### src/rtl/uart_pkg.sv
// ----------------------------------------------------------------------------
// uart_pkg
// Shared UART types and message strings.
//   uart_fifo_mode_e : read-side mode of uart_sync_fifo
//                      (registered read or first-word-fall-through).
//   MSG_*            : elaboration diagnostics used by the UART blocks.
// ----------------------------------------------------------------------------
package uart_pkg;

    typedef enum logic {
        FIFO_MODE_STD  = 1'b0,
        FIFO_MODE_FWFT = 1'b1
    } uart_fifo_mode_e;

    localparam string MSG_BAD_DW = "uart_sync_fifo: FIFO_DW must be >= 1";
    localparam string MSG_BAD_AW = "uart_sync_fifo: FIFO_AW must be >= 1";

endpackage

### src/rtl/uart_sync_fifo_if.sv
// ----------------------------------------------------------------------------
// uart_sync_fifo_if
// Push/pop data path of uart_sync_fifo.
//   i_wr_req, i_data_in, i_par_inject : push side (driven by master)
//   i_rd_req                          : pop request (driven by master)
//   o_data_out, o_valid               : read data (driven by slave = FIFO)
// ----------------------------------------------------------------------------
interface uart_sync_fifo_if #(
    parameter int unsigned FIFO_DW = 8
);
    logic               i_wr_req;
    logic [FIFO_DW-1:0] i_data_in;
    logic               i_par_inject;
    logic               i_rd_req;
    logic [FIFO_DW-1:0] o_data_out;
    logic               o_valid;

    modport master (
        output i_wr_req, i_data_in, i_par_inject, i_rd_req,
        input  o_data_out, o_valid
    );

    modport slave (
        input  i_wr_req, i_data_in, i_par_inject, i_rd_req,
        output o_data_out, o_valid
    );
endinterface

### src/rtl/uart_fifo_mem.sv
// ----------------------------------------------------------------------------
// uart_fifo_mem
// FIFO storage array: 2**AW words of DW bits, synchronous write,
// asynchronous read. Contents are not reset.
//   i_clk   : clock
//   i_we    : write enable
//   i_waddr : write address
//   i_wdata : write data
//   i_raddr : read address
//   o_rdata : read data (combinational)
// ----------------------------------------------------------------------------
module uart_fifo_mem #(
    parameter int unsigned DW = 9,
    parameter int unsigned AW = 2
) (
    input  logic          i_clk,
    input  logic          i_we,
    input  logic [AW-1:0] i_waddr,
    input  logic [DW-1:0] i_wdata,
    input  logic [AW-1:0] i_raddr,
    output logic [DW-1:0] o_rdata
);
    localparam int unsigned DEPTH = 1 << AW;

    logic [DW-1:0] r_mem [DEPTH];

    always_ff @(posedge i_clk) begin
        if (i_we) begin
            r_mem[i_waddr] <= i_wdata;
        end
    end

    assign o_rdata = r_mem[i_raddr];
endmodule

### src/rtl/uart_sync_fifo.sv
// ----------------------------------------------------------------------------
// uart_sync_fifo
// Single-clock FIFO with optional per-word even parity, STD or FWFT read,
// programmable almost-full/almost-empty flags and sticky error flags.
//   i_clk, i_rst      : clock, synchronous active-high reset
//   bus (slave)       : push/pop data path (see uart_sync_fifo_if)
//   i_flush           : discard contents (pointers, count, valid)
//   i_af_thresh       : almost-full threshold  (o_used >= thresh)
//   i_ae_thresh       : almost-empty threshold (o_used <= thresh)
//   i_clr_err         : clear sticky flags (a new set wins)
//   o_used, o_free    : occupied / free entries, 0..DEPTH
//   o_full, o_empty, o_almost_full, o_almost_empty : status
//   o_parity_error    : parity mismatch on o_data_out (valid only with o_valid)
//   o_overflow, o_underflow, o_parity_sticky       : sticky errors
// ----------------------------------------------------------------------------
module uart_sync_fifo
    import uart_pkg::*;
#(
    parameter int unsigned     FIFO_DW            = 8,
    parameter int unsigned     FIFO_AW            = 2,
    parameter bit              FIFO_PARITY_ENABLE = 1'b1,
    parameter uart_fifo_mode_e FIFO_MODE          = FIFO_MODE_STD
) (
    input  logic               i_clk,
    input  logic               i_rst,
    uart_sync_fifo_if.slave    bus,
    input  logic               i_flush,
    input  logic [FIFO_AW:0]   i_af_thresh,
    input  logic [FIFO_AW:0]   i_ae_thresh,
    input  logic               i_clr_err,
    output logic [FIFO_AW:0]   o_used,
    output logic [FIFO_AW:0]   o_free,
    output logic               o_full,
    output logic               o_empty,
    output logic               o_almost_full,
    output logic               o_almost_empty,
    output logic               o_parity_error,
    output logic               o_overflow,
    output logic               o_underflow,
    output logic               o_parity_sticky
);
    if (FIFO_DW < 1) begin : g_bad_dw
        $error("%s", MSG_BAD_DW);
    end
    if (FIFO_AW < 1) begin : g_bad_aw
        $error("%s", MSG_BAD_AW);
    end

    localparam int unsigned  PW    = FIFO_PARITY_ENABLE ? 1 : 0;
    localparam int unsigned  MW    = FIFO_DW + PW;
    localparam logic [FIFO_AW:0] DEPTH = {1'b1, {FIFO_AW{1'b0}}};

    logic [FIFO_AW-1:0] r_wptr;
    logic [FIFO_AW-1:0] r_rptr;
    logic [FIFO_AW:0]   r_used;
    logic               r_ovf;
    logic               r_unf;
    logic               r_psticky;

    logic               w_push;
    logic               w_pop;
    logic [MW-1:0]      w_wdata;
    logic [MW-1:0]      w_rdata;
    logic [FIFO_DW-1:0] w_head_data;
    logic               w_head_par;
    logic [FIFO_DW-1:0] w_out_data;
    logic               w_out_par;
    logic               w_out_valid;

    // Flush overrides both sides; full/empty gate the respective side only,
    // so a full FIFO still pops and an empty FIFO still pushes.
    assign w_push = bus.i_wr_req && !o_full  && !i_flush;
    assign w_pop  = bus.i_rd_req && !o_empty && !i_flush;

    if (FIFO_PARITY_ENABLE) begin : g_par
        assign w_wdata    = {(^bus.i_data_in) ^ bus.i_par_inject, bus.i_data_in};
        assign w_head_par = w_rdata[FIFO_DW];
    end else begin : g_nopar
        assign w_wdata    = bus.i_data_in;
        assign w_head_par = 1'b0;
    end
    assign w_head_data = w_rdata[FIFO_DW-1:0];

    uart_fifo_mem #(
        .DW (MW),
        .AW (FIFO_AW)
    ) u_mem (
        .i_clk   (i_clk),
        .i_we    (w_push),
        .i_waddr (r_wptr),
        .i_wdata (w_wdata),
        .i_raddr (r_rptr),
        .o_rdata (w_rdata)
    );

    always_ff @(posedge i_clk) begin
        if (i_rst) begin
            r_wptr    <= '0;
            r_rptr    <= '0;
            r_used    <= '0;
            r_ovf     <= 1'b0;
            r_unf     <= 1'b0;
            r_psticky <= 1'b0;
        end else begin
            if (i_flush) begin
                r_wptr <= '0;
                r_rptr <= '0;
                r_used <= '0;
            end else begin
                if (w_push) begin
                    r_wptr <= r_wptr + 1'b1;
                end
                if (w_pop) begin
                    r_rptr <= r_rptr + 1'b1;
                end
                if (w_push && !w_pop) begin
                    r_used <= r_used + 1'b1;
                end else if (w_pop && !w_push) begin
                    r_used <= r_used - 1'b1;
                end
            end
            r_ovf     <= (bus.i_wr_req && o_full  && !i_flush) || (r_ovf && !i_clr_err);
            r_unf     <= (bus.i_rd_req && o_empty && !i_flush) || (r_unf && !i_clr_err);
            r_psticky <= (w_out_valid && o_parity_error) || (r_psticky && !i_clr_err);
        end
    end

    if (FIFO_MODE == FIFO_MODE_FWFT) begin : g_fwft
        // Head shown directly from storage; zeroed while empty so the output
        // is defined after reset even though the array is not.
        assign w_out_valid = !o_empty;
        assign w_out_data  = o_empty ? '0   : w_head_data;
        assign w_out_par   = o_empty ? 1'b0 : w_head_par;
    end else begin : g_std
        logic [FIFO_DW-1:0] r_dout;
        logic               r_dpar;
        logic               r_valid;

        always_ff @(posedge i_clk) begin
            if (i_rst) begin
                r_dout  <= '0;
                r_dpar  <= 1'b0;
                r_valid <= 1'b0;
            end else if (i_flush) begin
                r_valid <= 1'b0;
            end else begin
                r_valid <= w_pop;
                if (w_pop) begin
                    r_dout <= w_head_data;
                    r_dpar <= w_head_par;
                end
            end
        end

        assign w_out_valid = r_valid;
        assign w_out_data  = r_dout;
        assign w_out_par   = r_dpar;
    end

    assign bus.o_data_out = w_out_data;
    assign bus.o_valid    = w_out_valid;
    assign o_parity_error = FIFO_PARITY_ENABLE ? (w_out_par ^ (^w_out_data)) : 1'b0;

    assign o_used         = r_used;
    assign o_free         = DEPTH - r_used;
    assign o_full         = (r_used == DEPTH);
    assign o_empty        = (r_used == '0);
    assign o_almost_full  = (r_used >= i_af_thresh);
    assign o_almost_empty = (r_used <= i_ae_thresh);
    assign o_overflow     = r_ovf;
    assign o_underflow    = r_unf;
    assign o_parity_sticky = r_psticky;
endmodule

### src/flat_wrapper.sv
// flat-port wrapper written by rule: the top's interface ports become plain ports
module uart_sync_fifo_flat import uart_pkg::*;
#(
    parameter int unsigned     FIFO_DW            = 8,
    parameter int unsigned     FIFO_AW            = 2,
    parameter bit              FIFO_PARITY_ENABLE = 1'b1,
    parameter uart_fifo_mode_e FIFO_MODE          = FIFO_MODE_STD
)
  (i_clk, i_rst, i_flush, i_af_thresh, i_ae_thresh, i_clr_err, o_used, o_free, o_full, o_empty, o_almost_full, o_almost_empty, o_parity_error, o_overflow, o_underflow, o_parity_sticky, bus_i_wr_req, bus_i_data_in, bus_i_par_inject, bus_i_rd_req, bus_o_data_out, bus_o_valid);
  uart_sync_fifo_if #(.FIFO_DW(FIFO_DW)) bus_i ();
  input  logic i_clk;
  input  logic i_rst;
  input  logic i_flush;
  input  logic [FIFO_AW:0] i_af_thresh;
  input  logic [FIFO_AW:0] i_ae_thresh;
  input  logic i_clr_err;
  output logic [FIFO_AW:0] o_used;
  output logic [FIFO_AW:0] o_free;
  output logic o_full;
  output logic o_empty;
  output logic o_almost_full;
  output logic o_almost_empty;
  output logic o_parity_error;
  output logic o_overflow;
  output logic o_underflow;
  output logic o_parity_sticky;
  input wire logic [$bits(bus_i.i_wr_req)-1:0] bus_i_wr_req;
  input wire logic [$bits(bus_i.i_data_in)-1:0] bus_i_data_in;
  input wire logic [$bits(bus_i.i_par_inject)-1:0] bus_i_par_inject;
  input wire logic [$bits(bus_i.i_rd_req)-1:0] bus_i_rd_req;
  output wire logic [$bits(bus_i.o_data_out)-1:0] bus_o_data_out;
  output wire logic [$bits(bus_i.o_valid)-1:0] bus_o_valid;
  assign bus_i.i_wr_req = bus_i_wr_req;
  assign bus_i.i_data_in = bus_i_data_in;
  assign bus_i.i_par_inject = bus_i_par_inject;
  assign bus_i.i_rd_req = bus_i_rd_req;
  assign bus_o_data_out = bus_i.o_data_out;
  assign bus_o_valid = bus_i.o_valid;
  uart_sync_fifo #(.FIFO_DW(FIFO_DW), .FIFO_AW(FIFO_AW), .FIFO_PARITY_ENABLE(FIFO_PARITY_ENABLE), .FIFO_MODE(FIFO_MODE)) u_core (.i_clk(i_clk), .i_rst(i_rst), .bus(bus_i), .i_flush(i_flush), .i_af_thresh(i_af_thresh), .i_ae_thresh(i_ae_thresh), .i_clr_err(i_clr_err), .o_used(o_used), .o_free(o_free), .o_full(o_full), .o_empty(o_empty), .o_almost_full(o_almost_full), .o_almost_empty(o_almost_empty), .o_parity_error(o_parity_error), .o_overflow(o_overflow), .o_underflow(o_underflow), .o_parity_sticky(o_parity_sticky));
endmodule
### config.mk
export PLATFORM = sky130hd
export DESIGN_NAME = uart_sync_fifo_flat
export DESIGN_NICKNAME = d
export VERILOG_FILES = /design/src/rtl/uart_pkg.sv /design/src/rtl/uart_sync_fifo_if.sv /design/src/rtl/uart_fifo_mem.sv /design/src/rtl/uart_sync_fifo.sv /design/src/flat_wrapper.sv
export SDC_FILE = /design/constraint.sdc
export NUM_CORES = 1
export LEC_CHECK = 0
export ABC_CLOCK_PERIOD_IN_PS = 7290
export CAP_MARGIN = 40
export CELL_PAD_IN_SITES_DETAIL_PLACEMENT = 0
export CELL_PAD_IN_SITES_GLOBAL_PLACEMENT = 2
export CORE_MARGIN = 2
export CORE_UTILIZATION = 38
export CTS_CLUSTER_SIZE = 14
export DETAILED_ROUTE_END_ITERATION = 16
export PLACE_DENSITY_LB_ADDON = 0.15
export SETUP_SLACK_MARGIN = 0.3
export SLEW_MARGIN = 20
export SYNTH_ARGS = -nofsm -noshare
export SYNTH_HDL_FRONTEND = slang
export SYNTH_SLANG_ARGS = --single-unit
### constraint.sdc
create_clock -name i_clk -period 7.29 [get_ports i_clk]
set_clock_uncertainty 0.05 [all_clocks]
set_input_delay 1.458 -clock i_clk [delete_from_list [all_inputs] [get_ports i_clk]]
set_output_delay 1.458 -clock i_clk [all_outputs]
set_load 0.005 [all_outputs]
==> metrics.yaml, run 1 <==
outcome:
  status: "completed"
clocking:
  cts.sinks: 56
  cts_root_buffer: "clkbuf_8"
  clkLatencyLatePin_ns: 0.31
  cts_hold_buffers: 0
  clock_path_buffers: 2
  cts_buffers: 5
  cts_tree: "done"
  path_clk_slew_ns: 0.11
  cts_resized: 0
  cts-htree-levels: 2
  post-cts-setup-buffers: 0
sta:
  tightest_slew_ns: 0.704
  setup_viol: 0
  tns_ns: 0
  hold_violations: 0
  maxSlewViolCount: 0
  rsz0062_at_grt: "no"
  whs_ns: 0.433
  fin_ws_ns: 2.57
  max_freq_ghz: 0.212
  max_slew_margin_pct: 53.0
  fin_crit_sh_pct: 64.7
  min_period_ns: 4.72
grt:
  grt_max_degree: 20
  grt_antenna_before_repair: 0
  grt_remaining_overflow: 0
  grt_pass1_vias: 1524
  grt.total_usage_pct: 13.4
  grt_pass1_wl_um: 7570
critical_path:
  regToRegSetupSlack_ns: 4.40
  slowest_delay_ns: 0.52
  worst_ep_required_time_ns: 5.78
  rr_startpoint: "u_core.o_used[0]$_SDFFE_PP0P_"
  r2r-end: "u_core.o_used[2]$_SDFFE_PP0P_"
  start_kind: "primary input"
  crit_chain: "clkdlybuf4s50_1 -> inv_1 -> ha_1 -> nor2b_1 -> o21a_1 -> o21ai_0 -> clkdlybuf4s50_1"
  crit_path_end_kind: "output port"
  crit_type: "in -> out"
  worst_ep_arrival_time_ns: 3.21
  crit_top_cell: "clkdlybuf4s50_1"
  crit_path_max_fanout: 2
  r2r_cells: 10
  critPathSlowestCell: "clkdlybuf4s50_1"
layout:
  n_antenna_cell: 0
  fin_area_mm2: 0.00310
  fin_cells: 308
  nNetsFinal: 266
  nFillCells: 551
  final_core_util_pct: 48.7
  drive_above_1_share_pct: 8.23
  synthToLayoutAreaGrowth_pct: 23.8
hold_path:
  hp-class: "reg -> reg"
  min_path_cells: 2
  hold_path_end: "u_core.o_overflow$_SDFF_PP0_"
  min-delay-start: "u_core.o_overflow$_SDFF_PP0_"
synth:
  yosys_register_bits: 56
  async_flop_share_pct: 0
  syn_nets: 222
  synth_top_area_cell: "edfxtp_1"
  ys.flop_type: "edfxtp_1"
  ys_top_cells_by_count: "edfxtp_1 (36), dfxtp_1 (20), nand2_1 (20)"
  synthCells: 186
  synth.top_cell.area_share_pct: 43.2
  ys_seq_area_share_pct: 59.3
  ys_warn_count: 0
  syn_area_per_cell_um2: 13.4
  synth.distinct_cells: 28
  ys_top_cells_by_area: "edfxtp_1 (43%), dfxtp_1 (16%), mux4_2 (8.1%), ha_1 (7.0%), xnor2_1 (3.5%)"
  yosysMostFrequentCell: "edfxtp_1"
  synthesis.area_mm2: 0.00250
  synth_edf_count: 36
placement:
  gp_congestion: 0.774
  port_buffers: 43
  pre_cts_ws_ns: 2.58
  post_dp_cell_area_mm2: 0.00300
  place_inst: 300
  hpwl_um: 3360
drt:
  wl_um: 4530
  vias: 1491
  viasPerCell: 4.84
  dr.pass1.iters: 4
  wl_per_cell_um: 14.7
  antenna_left: 0
  dr.first_iter.drc_count: 45
  drc_errors: 0
job:
  cap_viol_max_count: 0
pwr:
  powerDensity_mw_per_mm2: 196
  p_total_uw: 607
  peakVddDrop_uv: 126
  p_leak_nw: 1.08
floorplan:
  core_mm2: 0.00635
  dieHeight_um: 85.1
  die_area_mm2: 0.00724
  start_util_pct: 39.4
  placement_rows: 29
  die_x_um: 85.1
  io_pins: 44
[power by group]
group          switching [mW]  internal [mW]  leakage [nW]  total [mW]
Combinational          0.0335         0.0453         0.544      0.0788
Sequential            0.00519          0.348         0.489       0.353
Clock                   0.104         0.0707        0.0463       0.175
[flip-flops by register name, summed over array words and instances, names as in the netlist]
signal                  count
u_core.bus.o_data_out       8
u_core.r_wptr               2
u_core.o_underflow          1
u_core.g_std.r_dpar         1
u_core.o_parity_sticky      1
u_core.u_mem.r_mem         36
u_core.r_rptr               2
u_core.o_used               3
u_core.bus.o_valid          1
u_core.o_overflow           1
[cell type report]
cell class                 count  area [µm²]  area share (%)
clock buffer                   5        68.8            2.22
sequential                    56        1480            47.9
timing repair buffer          44         438            14.1
multi-input combinational    111         938            30.3
inverter                      12        45.0            1.46
clock inverter                 3        27.5           0.889
tap                           77        96.3            3.11
[cells in the final DEF (no fill, tap or decap), types with 5 or more instances in the layout]
cell type,n
nand2_1,20
dfxtp_1,20
inv_1,12
edfxtp_1,36
clkbuf_8,5
ha_1,14
a21oi_1,13
xor2_1,7
nor2_1,10
mux4_2,9
xnor2_1,10
clkdlybuf4s50_1,43
[kinds of logic (layout without fill, tap and decap cells)]
group                    after synthesis  count (layout)  share of synthesized area (%)
flip-flops                            56              56                           59.3
AND/OR/NAND/NOR                       48              48                           9.16
AO/OA/AOI/OAI                         19              19                           4.30
XOR/XNOR                              19              19                           7.76
buffers and inverters                 19              64                           3.20
adder cells (fa/ha/maj)               15              15                           7.81
multiplexers                          10              10                           8.51
[metal layers]
layer	GRT usage, %	vias to the layer above	share of wire, %	routed length, µm
li1	-	732	-	-
met4	3.75	0	0.53	24
met1	17.4	715	47	2120
met5	0	-	0	0
met3	3.79	2	5.2	236
met2	22.2	42	47	2150
[worst max-delay path: cells and delay by family]
family	cells	cell delay, ns
AOI/OAI and AO/OA	2	0.31
and+or+nand+nor	1	0.14
adders and majority gates	1	0.29
buffers and inverters	3	1.02
[how the worst max path moves through the flow]
stage	startpoint	endpoint	slack (ns)	cells past startpoint
4_1_cts	i_ae_thresh[1]	o_almost_empty	2.58	7
6_report	i_ae_thresh[1]	o_almost_empty	2.57	7
5_1_grt	i_ae_thresh[1]	o_almost_empty	2.49	7
3_3_place_gp	i_ae_thresh[1]	o_almost_empty	2.62	7
3_5_place_dp	i_ae_thresh[1]	o_almost_empty	2.58	7
2_1_floorplan	i_ae_thresh[1]	o_almost_empty	3.57	5
(Power assumes the default switching activity.)
==> run 2, diff against run 1 <==
--- a/config.mk
+++ b/config.mk
@@ -5,12 +5,12 @@
 export SDC_FILE = /design/constraint.sdc
 export NUM_CORES = 1
 export LEC_CHECK = 0
-export ABC_CLOCK_PERIOD_IN_PS = 7290
+export ABC_CLOCK_PERIOD_IN_PS = 4000
 export CAP_MARGIN = 40
 export CELL_PAD_IN_SITES_DETAIL_PLACEMENT = 0
 export CELL_PAD_IN_SITES_GLOBAL_PLACEMENT = 2
 export CORE_MARGIN = 2
-export CORE_UTILIZATION = 38
+export CORE_UTILIZATION = 32
 export CTS_CLUSTER_SIZE = 14
 export DETAILED_ROUTE_END_ITERATION = 16
 export PLACE_DENSITY_LB_ADDON = 0.15
==> constraint.sdc (replaced) <==
create_clock -name i_clk -period 4 [get_ports i_clk]
set_clock_uncertainty 0.05 [all_clocks]
set_input_delay 0.8 -clock i_clk [delete_from_list [all_inputs] [get_ports i_clk]]
set_output_delay 0.8 -clock i_clk [all_outputs]
set_load 0.005 [all_outputs]
==> run 2 against run 1 <==
Wire length up 3.4%. Final cell count up 8.1%. Critical path depth unchanged. Largest cell class unchanged. Combinational power up 81%. First-iteration DRC count up 16%. Worst hold slack worse by 0.0056 ns. Cell area up 1.0%.
==> metrics.yaml, run 2 (synthesis results as in run 1) <==
drt:
  antenna_left: 0  # unchanged
  dr.pass1.iters: 4  # unchanged
  viasPerCell: 4.38  # -9.6%
  vias: 1457  # -2.3%
  dr.first_iter.drc_count: 52  # +16%
  drc_errors: 0  # unchanged
  wl_um: 4690  # +3.4%
  wl_per_cell_um: 14.1  # -4.4%
clocking:
  cts_root_buffer: "clkbuf_8"
  cts.sinks: 56  # unchanged
  path_clk_slew_ns: 0.11  # about the same
  cts_buffers: 5  # unchanged
  post-cts-setup-buffers: 0  # unchanged
  cts_tree: "done"
  clkLatencyLatePin_ns: 0.32  # about the same
  cts_resized: 0  # unchanged
  clock_path_buffers: 2  # unchanged
  cts-htree-levels: 2  # unchanged
  cts_hold_buffers: 0  # unchanged
floorplan:
  core_mm2: 0.00765  # +20%
  dieHeight_um: 92.4  # +8.5%
  die_area_mm2: 0.00853  # +18%
  placement_rows: 32  # +10%
  io_pins: 44  # unchanged
  die_x_um: 92.4  # +8.5%
  start_util_pct: 32.7  # -6.7 points
grt:
  grt_remaining_overflow: 0  # unchanged
  grt_max_degree: 20  # unchanged
  grt.total_usage_pct: 11.6  # -1.9 points
  grt_pass1_wl_um: 7590  # +0.28%
  grt_pass1_vias: 1535  # +0.72%
  grt_antenna_before_repair: 0  # unchanged
critical_path:
  crit_path_end_kind: "output port"
  crit_type: "in -> out"
  regToRegSetupSlack_ns: 1.08  # -3.32 ns
  rr_startpoint: "u_core.o_used[1]$_SDFFE_PP0P_"
  r2r_cells: 10  # unchanged
  r2r-end: "u_core.o_used[2]$_SDFFE_PP0P_"
  start_kind: "primary input"
  worst_ep_arrival_time_ns: 2.60  # -0.61 ns
  crit_path_max_fanout: 2  # unchanged
  worst_ep_required_time_ns: 3.15  # -2.63 ns
layout:
  final_cell_mix: "clkdlybuf4s50_1 (43), edfxtp_1 (36), nand2_1 (20), dfxtp_1 (20), ha_1 (14)"
  final_common_cell: "clkdlybuf4s50_1"
  largest-register: "u_core.u_mem.r_mem"
  nNetsFinal: 266  # unchanged
  n_antenna_cell: 0  # unchanged
  nFillCells: 717  # +30%
  fin_area_mm2: 0.00313  # +1.0%
  synthToLayoutAreaGrowth_pct: 25.1
  drive_above_1_share_pct: 8.23  # unchanged
  regArea_mm2: 0.00148  # unchanged
  largest_reg_flops: 36  # unchanged
  multi_input_area_um2: 938  # unchanged
pwr:
  switching_share_pct: 23.6  # +0.030 points
  combPwrFrac_pct: 12.9  # about the same
  powerDensity_mw_per_mm2: 354  # +80%
  peakVddDrop_uv: 201  # +59%
  p_int_uw: 845  # +82%
  p_switching_uw: 261  # +83%
  p_leak_nw: 1.08  # unchanged
  clkPwrFrac_pct: 28.9  # about the same
  seqPwrFrac_pct: 58.1  # about the same
sta:
  tightest_slew_ns: 0.708  # +0.00401 ns
  tns_ns: 0  # unchanged
  hold_violations: 0  # unchanged
  fin_crit_sh_pct: 86.2
  setup_viol: 0  # unchanged
  min_period_ns: 3.45
  maxSlewViolCount: 0  # unchanged
  max_freq_ghz: 0.290
  max_slew_margin_pct: 52.7  # -0.27 points
  rsz0062_at_grt: "no"
placement:
  port_buffers: 43  # unchanged
  hpwl_um: 3450  # +2.8%
  post_dp_cell_area_mm2: 0.00303  # +1.0%
  gp_congestion: 0.685  # -12%
hold_path:
  hold_path_end: "u_core.o_underflow$_SDFF_PP0_"
  min-delay-start: "u_core.o_underflow$_SDFF_PP0_"
  min_path_cells: 2  # unchanged
  hp-class: "reg -> reg"
outcome:
  status: "completed"
job:
  cap_viol_max_count: 0  # unchanged
==> run 2: cell counts in the layout (fill, tap and decap cells not counted) <==
Identical to the previous run, type by type.
==> run 2: cell type report <==
cell class / instances / area share, %
Multi-Input combinational cell: 111 / 30.0
Tap cell: 102 / 4.08
Clock buffer: 5 / 2.20
Clock inverter: 3 / 0.880
Inverter: 12 / 1.44
Timing Repair Buffer: 44 / 14.0
Sequential cell: 56 / 47.4
==> run 2: per-stage QoR <==
step                      instances  power, mW  setup slack [ns]  hold slack [ns]  utilization, %
after floorplan                 186      0.730              1.39            0.397               -
after global placement          325      0.798             0.656            0.410            39.6
after detailed placement        325      0.802             0.595            0.414            39.6
after CTS                       333       1.12             0.595            0.432            40.9
after global routing            333       1.16             0.482            0.449            40.9
final                           333       1.11             0.552            0.428            40.9
==> run 2: worst max-delay path, cell delays in order <==
cell and delay, ns:
clkdlybuf4s50_1 0.45, inv_1 0.04, ha_1 0.30, nor2b_1 0.14, o21a_1 0.16, o21ai_0 0.17
clkdlybuf4s50_1 0.54
==> run 2: metal layers <==
layer | routed length (µm) | vias to the layer above | global-route usage [%]
met4 | 68 | 0 | 3.73
li1 | - | 736 | -
met2 | 2220 | 36 | 19.6
met3 | 226 | 5 | 2.85
met5 | 0 | - | 0
met1 | 2180 | 680 | 14.5
==> run 2: power groups by stage <==
stage	clock [mW]	sequential [mW]	combinational (mW)
after floorplan	0	0.654	0.0765
after global placement	0	0.656	0.142
after detailed placement	0	0.657	0.145
after CTS	0.335	0.644	0.146
after global routing	0.357	0.646	0.159
final	0.320	0.643	0.143
==> run 2: worst max path at each step <==
stage | to | slack (ns) | depth (start not counted) | start
6_report | o_almost_empty | 0.55 | 7 | i_ae_thresh[1]
2_1_floorplan | u_core.o_used[2]$_SDFFE_PP0P_ | 1.39 | 10 | u_core.o_used[0]$_SDFFE_PP0P_
3_5_place_dp | o_almost_empty | 0.60 | 7 | i_ae_thresh[1]
4_1_cts | o_almost_empty | 0.60 | 7 | i_ae_thresh[1]
5_1_grt | o_almost_empty | 0.48 | 7 | i_ae_thresh[1]
3_3_place_gp | o_almost_empty | 0.66 | 7 | i_ae_thresh[1]
==> run 3, diff against run 2 <==
--- a/config.mk
+++ b/config.mk
@@ -13,8 +13,9 @@
 export CORE_UTILIZATION = 32
 export CTS_CLUSTER_SIZE = 14
 export DETAILED_ROUTE_END_ITERATION = 16
+export GPL_ROUTABILITY_DRIVEN = 0
 export PLACE_DENSITY_LB_ADDON = 0.15
-export SETUP_SLACK_MARGIN = 0.3
+export SETUP_SLACK_MARGIN = 0.5
 export SLEW_MARGIN = 20
 export SYNTH_ARGS = -nofsm -noshare
 export SYNTH_HDL_FRONTEND = slang
==> run 3 against run 2 <==
Sequential power barely moved. Critical path type unchanged. Utilization barely moved. Die area did not move. Global-route usage unchanged.
==> metrics.yaml, run 3 (synthesis results as in run 1) <==
outcome:
  status: "completed"
layout:
  nFillCells: 716  # -0.14%
  synthToLayoutAreaGrowth_pct: 25.2  # about the same
  largest_reg_flops: 36  # unchanged
  final_cell_mix: "clkdlybuf4s50_1 (42), edfxtp_1 (36), nand2_1 (20), dfxtp_1 (20), ha_1 (14)"
  regArea_mm2: 0.00148  # unchanged
  nNetsFinal: 266  # unchanged
  drive_above_1_share_pct: 8.23  # unchanged
  multi_input_area_um2: 938  # unchanged
  final_common_cell: "clkdlybuf4s50_1"
  n_antenna_cell: 0  # unchanged
  largest-register: "u_core.u_mem.r_mem"
  fin_area_mm2: 0.00313  # about the same
drt:
  antenna_left: 0  # unchanged
  wl_per_cell_um: 14.1  # about the same
  vias: 1459  # +0.14%
  wl_um: 4690  # about the same
  dr.first_iter.drc_count: 52  # unchanged
  dr.pass1.iters: 4  # unchanged
  drc_errors: 0  # unchanged
  viasPerCell: 4.38  # +0.14%
placement:
  post_dp_cell_area_mm2: 0.00303  # unchanged
  hpwl_um: 3450  # unchanged
  port_buffers: 43  # unchanged
pwr:
  peakVddDrop_uv: 201  # unchanged
  p_total_mw: 1.11  # about the same
  p_leak_nw: 1.08  # +0.22%
  powerDensity_mw_per_mm2: 353  # -0.11%
critical_path:
  worst_ep_required_time_ns: 3.15  # about the same
  path_buf_inv: 2  # -1
  slowest_delay_ns: 0.43  # -0.11 ns
  cp_top_family: "buffers and inverters"
  worst_ep_arrival_time_ns: 2.39  # -0.21 ns
  crit_path_end_kind: "output port"
  start_kind: "primary input"
  crit_path_max_fanout: 1  # -1
  critPathSlowestCell: "clkdlybuf4s50_1"
  crit_type: "in -> out"
  regToRegSetupSlack_ns: 1.09  # about the same
  crit_chain: "clkdlybuf4s50_1 -> ha_1 -> nand2b_1 -> a21o_1 -> a21o_1 -> clkdlybuf4s50_1"
clocking:
  clock_path_buffers: 2  # unchanged
  cts_buffers: 5  # unchanged
  cts_root_buffer: "clkbuf_8"
  cts_resized: 0  # unchanged
  clkLatencyLatePin_ns: 0.32  # about the same
  path_clk_slew_ns: 0.11  # about the same
  cts.sinks: 56  # unchanged
  post-cts-setup-buffers: 0  # unchanged
  cts-htree-levels: 2  # unchanged
  cts_hold_buffers: 0  # unchanged
  cts_tree: "done"
floorplan:
  die_area_mm2: 0.00853  # unchanged
  die_x_um: 92.4  # unchanged
  placement_rows: 32  # unchanged
  io_pins: 44  # unchanged
  dieHeight_um: 92.4  # unchanged
  core_mm2: 0.00765  # unchanged
  start_util_pct: 32.7  # unchanged
sta:
  tns_ns: 0  # unchanged
  max_freq_ghz: 0.308  # +6.3%
  setup_viol: 0  # unchanged
  rsz0062_at_grt: "no"
  tightest_slew_ns: 0.708  # unchanged
  hold_violations: 0  # unchanged
  max_slew_margin_pct: 52.7  # unchanged
  fin_crit_sh_pct: 81.1  # -5.1 points
  maxSlewViolCount: 0  # unchanged
  min_period_ns: 3.24  # -0.205 ns
grt:
  grt.total_usage_pct: 11.6  # unchanged
  grt_pass1_wl_um: 7590  # unchanged
  grt_antenna_before_repair: 0  # unchanged
  grt_max_degree: 20  # unchanged
  grt_remaining_overflow: 0  # unchanged
  grt_pass1_vias: 1535  # unchanged
hold_path:
  hp-class: "reg -> reg"
job:
  cap_viol_max_count: 0  # unchanged
-- run 3: metrics by stage --
stage / hold WS [ns] / cells / util (%) / worst slack [ns]
2_1_floorplan: 0.397 / 186 / - / 1.39
3_3_place_gp: 0.410 / 325 / 39.6 / 0.656
3_5_place_dp: 0.414 / 325 / 39.6 / 0.595
4_1_cts: 0.432 / 333 / 40.9 / 0.595
5_1_grt: 0.449 / 333 / 40.9 / 0.716
6_report: 0.428 / 333 / 40.9 / 0.757
-- run 3: final cells by class --
type	instances	share of cell area (%)
clock buffer	5	2.20
clock inverter	3	0.880
multi-input combinational	111	30.0
sequential	56	47.3
tap	102	4.08
timing repair buffer	44	14.1
inverter	12	1.44
-- run 3: report_power, final --
group | switching, mW | leakage (nW) | internal (mW) | total, mW
registers | 0.00927 | 0.489 | 0.634 | 0.643
clock network | 0.191 | 0.0463 | 0.129 | 0.320
logic | 0.0603 | 0.546 | 0.0822 | 0.142
-- run 3: path summary, 6_finish.rpt --
kind	startpoint	endpoint	cells past startpoint
setup / recovery	i_af_thresh[0]	o_almost_full	6
hold / removal	u_core.o_underflow$_SDFF_PP0_	u_core.o_underflow$_SDFF_PP0_	2
setup reg to reg	u_core.o_used[1]$_SDFFE_PP0P_	u_core.o_used[2]$_SDFFE_PP0P_	10
hold reg to reg	u_core.o_underflow$_SDFF_PP0_	u_core.o_underflow$_SDFF_PP0_	2
-- run 3: tightest hold or removal path, delay by kind of cell, from the launching register on --
kind | cells | cell delay, ns
and+or+nand+nor | 1 | 0.06
DFF | 1 | 0.33
AOI/OAI and AO/OA | 1 | 0.05
-- run 3: routing by layer --
metal	track usage, %	up-vias	share of wire [%]
li1	-	736	-
met1	14.5	680	46
met2	19.6	38	47
met3	2.85	5	4.9
met4	3.73	0	1.5
met5	0	-	0
